**src/rtl/serial_word_loader.sv**
```systemverilog
// Serial-to-parallel word loader: packs an LSB-first bit stream into N-bit words
// behind a one-word output register, with sof-based resynchronisation.
module serial_word_loader #(
    parameter int N = 8
) (
    input  logic         clk,
    input  logic         rst,
    input  logic         sin,
    input  logic         sin_valid,
    input  logic         sin_sof,
    output logic         sin_ready,
    output logic [N-1:0] word,
    output logic         word_valid,
    input  logic         word_ready,
    output logic         frame_err
);

    localparam int CW = $clog2(N);
    localparam logic [CW-1:0] LAST_IDX = CW'(N - 1);

    typedef enum logic [1:0] {
        ST_INIT,
        ST_FILL,
        ST_FULL
    } state_t;

    state_t         state_q, state_d;
    logic [CW-1:0]  cnt_q, cnt_d;
    logic [N-1:0]   sr_q, sr_d;
    logic [N-1:0]   word_q, word_d;
    logic           word_valid_q, word_valid_d;
    logic           frame_err_q, frame_err_d;

    logic           accept;
    logic           restart;
    logic [CW-1:0]  idx;
    logic [N-1:0]   assembled;
    logic           load;
    logic           pop;

    // sin_ready decodes the state register only, so word_ready never reaches it combinationally.
    assign sin_ready  = (state_q == ST_FILL);
    assign word       = word_q;
    assign word_valid = word_valid_q;
    assign frame_err  = frame_err_q;

    always_comb begin
        // NOTE: every variable gets a default first so no path through the case infers a latch.
        state_d      = state_q;
        cnt_d        = cnt_q;
        sr_d         = sr_q;
        word_d       = word_q;
        word_valid_d = word_valid_q;
        frame_err_d  = 1'b0;
        load         = 1'b0;

        accept  = sin_valid && (state_q == ST_FILL);
        restart = accept && sin_sof && (cnt_q != '0);
        pop     = word_valid_q && word_ready;

        // A sof in mid-word drops the partial bits and restarts at bit 0.
        idx       = restart ? '0 : cnt_q;
        assembled = restart ? '0 : sr_q;
        assembled[idx] = sin;

        unique case (state_q)
            ST_INIT: begin
                state_d = ST_FILL;
            end
            ST_FILL: begin
                if (accept) begin
                    frame_err_d = restart;
                    if (idx == LAST_IDX) begin
                        cnt_d = '0;
                        if (!word_valid_q || word_ready) begin
                            load   = 1'b1;
                            word_d = assembled;
                            sr_d   = '0;
                        end else begin
                            sr_d    = assembled;
                            state_d = ST_FULL;
                        end
                    end else begin
                        sr_d  = assembled;
                        cnt_d = idx + CW'(1);
                    end
                end
            end
            ST_FULL: begin
                // The output register is necessarily occupied here; move the held word once it drains.
                if (word_ready) begin
                    load    = 1'b1;
                    word_d  = sr_q;
                    sr_d    = '0;
                    state_d = ST_FILL;
                end
            end
            default: begin
                state_d = ST_INIT;
            end
        endcase

        if (load) begin
            word_valid_d = 1'b1;
        end else if (pop) begin
            word_valid_d = 1'b0;
        end
    end

    always_ff @(posedge clk) begin
        if (rst) begin
            state_q      <= ST_INIT;
            cnt_q        <= '0;
            sr_q         <= '0;
            word_q       <= '0;
            word_valid_q <= 1'b0;
            frame_err_q  <= 1'b0;
        end else begin
            state_q      <= state_d;
            cnt_q        <= cnt_d;
            sr_q         <= sr_d;
            word_q       <= word_d;
            word_valid_q <= word_valid_d;
            frame_err_q  <= frame_err_d;
        end
    end

endmodule

```
**config.mk**
```make
export PLATFORM = sky130hd
export DESIGN_NAME = serial_word_loader
export DESIGN_NICKNAME = d
export VERILOG_FILES = /design/src/rtl/serial_word_loader.sv
export SDC_FILE = /design/constraint.sdc
export NUM_CORES = 1
export LEC_CHECK = 0
export BUFFER_PORTS_ARGS = -buffer_cell sky130_fd_sc_hd__buf_2
export CORE_ASPECT_RATIO = 1.1
export CORE_MARGIN = 8
export CORE_UTILIZATION = 55
export DETAILED_ROUTE_END_ITERATION = 6
export PLACE_DENSITY = 0.81
export SLEW_MARGIN = 10
export SYNTH_ARGS = -nofsm -noshare
export SYNTH_HDL_FRONTEND = slang
export SYNTH_SLANG_ARGS = --single-unit
```
**constraint.sdc**
```tcl
create_clock -name clk -period 2.6 [get_ports clk]
set_input_delay 0.26 -clock clk [delete_from_list [all_inputs] [get_ports clk]]
set_output_delay 0.26 -clock clk [all_outputs]
set_load 0.005 [all_outputs]
```
==> impl_metrics.py <==
metrics = {
    "worst_setup_path": {
        "crit_start": "state_q[1]",
        "rr_startpoint": "state_q[1]",
        "cp_slowest_cell": "o31a_1",
        "crit_top_cell": "ha_1",
        "max_stage_delay_ns": 0.39,
        "crit_type": "register to register",
        "rrSetupSlack_ns": 0.16,
        "cp-start-kind": "register",
        "path_delay_family": "simple AND/OR/NAND/NOR gates",
        "cp_data_required_time_ns": 2.88,
        "r2r.worst_path.cells": 9,
        "arrival_ns": 2.72,
        "cp_max_fo": 10,
        "timing.rr.end": "sr_q[5]",
        "crit_buf_inv": 1,
        "endpoint_kind": "register",
        "path_cells": "inv_1, ha_1, nand3_2, and2_1, ha_1, ha_1, o31a_1, nor4b_1, a221o_1",
    },
    "timing": {
        "post-route-min-period_ns": 2.44,
        "setup_viol": 0,
        "rsz0062_at_grt": "false",
        "tns_ns": 0,
        "fmax_ghz": 0.410,
        "finalCritPeriodShare_pct": 93.8,
        "worst_slew_pin_slew_ns": 0.569,
        "drv_slew": 0,
        "hold_viol": 0,
        "max-slew-margin-rel_pct": 61.8,
        "skew_ns": 0.0184,
    },
    "grt": {
        "grt_util_all_layers_pct": 16.5,
        "grt_first_pass_wirelength_um": 5910,
        "grt_max_degree": 18,
        "grt_pass1_vias": 1305,
        "grt_overflow_total": 0,
        "antenna_found_initial": 0,
    },
    "floorplan": {
        "start_util_pct": 56.6,
        "die_h_um": 68.6,
        "die_w_um": 63.8,
        "io_pins": 17,
        "row_count": 19,
        "coreArea_um2": 2450,
        "die_area_um2": 4380,
    },
    "cells_and_area": {
        "drive_gt1_share_pct": 17.9,
        "final_area_um2": 1520,
        "ff_latch_area_um2": 460,
        "layout-area-overhead-vs-synth_pct": 9.85,
        "multi_input_area_um2": 873,
        "antenna_cells": 0,
        "nFillCells": 218,
        "fin_cells": 210,
        "final_nets": 193,
    },
    "logic_synthesis": {
        "synth-seq-cells": 23,
        "yosysWarnings": 0,
        "synth_mux_area_share_pct": 2.89,
        "synthAdderAreaFrac_pct": 6.32,
        "synth_area_um2": 1390,
        "syn_inst": 167,
        "synth_compound_area_share_pct": 27.3,
        "syn_area_per_cell_um2": 8.29,
        "seq_area_frac_synth_pct": 33.2,
        "synthSimpleGateAreaFrac_pct": 24.8,
        "synth_top_family_by_area": "compound AO/OA/AOI/OAI gates",
        "yosys.area_share.xor_xnor_pct": 0,
        "syn_nets": 180,
        "ys_types": 42,
    },
    "drt": {
        "wl_per_cell_um": 16.3,
        "firstDrtPassIters": 4,
        "drtIter0Drc": 57,
        "routed_wl_um": 3430,
        "drtAntennaViolNets": 0,
        "drc": 0,
        "via_per_inst": 6.29,
        "vias": 1320,
    },
    "clock_tree": {
        "numCtsBuffers": 3,
        "clock_path_buffers": 2,
        "post_cts_resized": 0,
        "clk_latency_ns": 0.32,
        "h-tree-depth": 1,
        "root_buffer": "clkbuf_4",
        "cts_tree": "done",
        "clk_pin_slew_ns": 0.14,
        "cts_hold_buf": 0,
        "cts_sinks": 23,
        "post-cts-setup-buffers": 0,
    },
    "pwr": {
        "power_frac_comb_pct": 40.5,
        "p_int_mw": 0.602,
        "p_clk_share_pct": 17.0,
        "peakVddDrop_v": 0.000491,
        "switching_share_pct": 40.8,
        "p_per_area_nw_per_um2": 668,
        "p_sw_mw": 0.414,
        "p_seq_share_pct": 42.5,
        "p_leak_nw": 0.594,
    },
    "hold_path": {
        "hold_class": "input pin to register",
        "hold_depth": 2,
        "hp-start": "rst",
        "min_to": "word[0]",
    },
    "placed_design": {
        "dp.cells": 206,
        "hpwlAfterDp_um": 2500,
        "portBuffers": 16,
        "dpl_cell_area_um2": 1470,
        "gp_congestion": 0.896,
    },
    "status": {
        "outcome": "complete, no violations",
    },
    "flow_run": {
        "drv_cap": 0,
    },
}
[registers in the layout, indices dropped and copies added, names as in the netlist]
signal / count
word: 8
sr_q: 8
word_valid: 1
frame_err: 1
state_q: 2
cnt_q: 3
[stage by stage]
stage          hold slack [ns]  power (mW)  setup WS, ns  util, %
2_1_floorplan            0.447       0.729         0.351        -
3_3_place_gp             0.466       0.817         0.273     60.0
3_5_place_dp             0.487       0.838         0.176     60.0
4_1_cts                  0.270        1.01         0.143     61.1
5_1_grt                  0.277        1.09       0.00531     62.1
6_report                 0.268        1.02         0.160     62.1
[synthesized netlist by cell type, drive strengths merged]
library cell | instances | share of area [%]
dfxtp | 23 | 33
nand2 | 16 | 4.3
nor2 | 15 | 4.1
o21ai | 15 | 5.4
a21oi | 11 | 4.0
buf | 7 | 3.1
ha | 7 | 6.3
inv | 5 | 1.4
nand3 | 5 | 2.2
nor4b | 5 | 3.2
a221o | 4 | 2.9
and2 | 4 | 1.8
and3 | 4 | 1.8
clkbuf | 4 | 1.1
mux2i | 4 | 2.9
a31o | 3 | 1.9
a31oi | 3 | 1.4
nand3b | 3 | 1.6
nor2b | 3 | 1.4
a22oi | 2 | 1.1
a311oi | 2 | 1.7
nand2b | 2 | 0.90
nand4b | 2 | 1.3
nor3 | 2 | 0.72
nor3b | 2 | 1.1
o221a | 2 | 1.6
o31a | 2 | 1.3
a211oi | 1 | 0.54
a22o | 1 | 0.63
a32oi | 1 | 0.63
nand4 | 1 | 0.45
o2111ai | 1 | 0.63
o21a | 1 | 0.54
o21bai | 1 | 0.54
o2bb2ai | 1 | 1.1
o32ai | 1 | 0.63
o41a | 1 | 0.81
[layout make-up]
type | count | area share [%]
flip-flops and latches | 23 | 30.3
inverters | 5 | 1.23
repair buffers | 19 | 6.74
clock buffers | 3 | 1.48
multi-input cells | 128 | 57.4
well taps | 31 | 2.55
clock inverters | 1 | 0.329
[placed cells by master, fill, tap and decap left out, types with 4 or more instances in the layout]
cell type | Yosys | layout
dfxtp_1 | 23 | 23
and3_1 | 4 | 4
o21ai_0 | 14 | 14
mux2i_1 | 4 | 4
a221o_1 | 4 | 4
nand3_1 | 4 | 4
ha_1 | 7 | 7
nor2_1 | 15 | 15
buf_2 | 4 | 16
nand2_1 | 16 | 16
and2_1 | 4 | 4
a21oi_1 | 11 | 11
inv_1 | 5 | 5
[logic make-up (layout without fill, tap and decap cells)]
kind of cell / after synthesis / in the layout
flops: 23 / 23
buf+inv: 16 / 28
mux: 4 / 4
simple gates: 64 / 64
fa+ha+maj: 7 / 7
compound gates: 53 / 53
[routing by layer]
layer  part of all wire (%)  GRT usage (%)
met1                     45           19.6
met2                     50           29.0
met3                    3.8           2.58
met4                    1.4           7.24
met5                      0              0
[power groups by stage]
stage / Combinational, mW / Sequential [mW] / Clock, mW
floorplan: 0.303 / 0.426 / 0
global placement: 0.380 / 0.437 / 0
detailed placement: 0.397 / 0.440 / 0
CTS: 0.400 / 0.432 / 0.175
global route: 0.459 / 0.441 / 0.189
finish: 0.411 / 0.432 / 0.173
[worst max-delay path by stage]
stage | cells after the start | slack, ns | end
CTS | 10 | 0.14 | word[1]
global route | 9 | 0.005 | sr_q[5]
floorplan | 11 | 0.35 | word[4]
finish | 9 | 0.16 | sr_q[5]
global placement | 10 | 0.27 | word[2]
detailed placement | 10 | 0.18 | word[1]
Power figures use the tool's default switching activity.
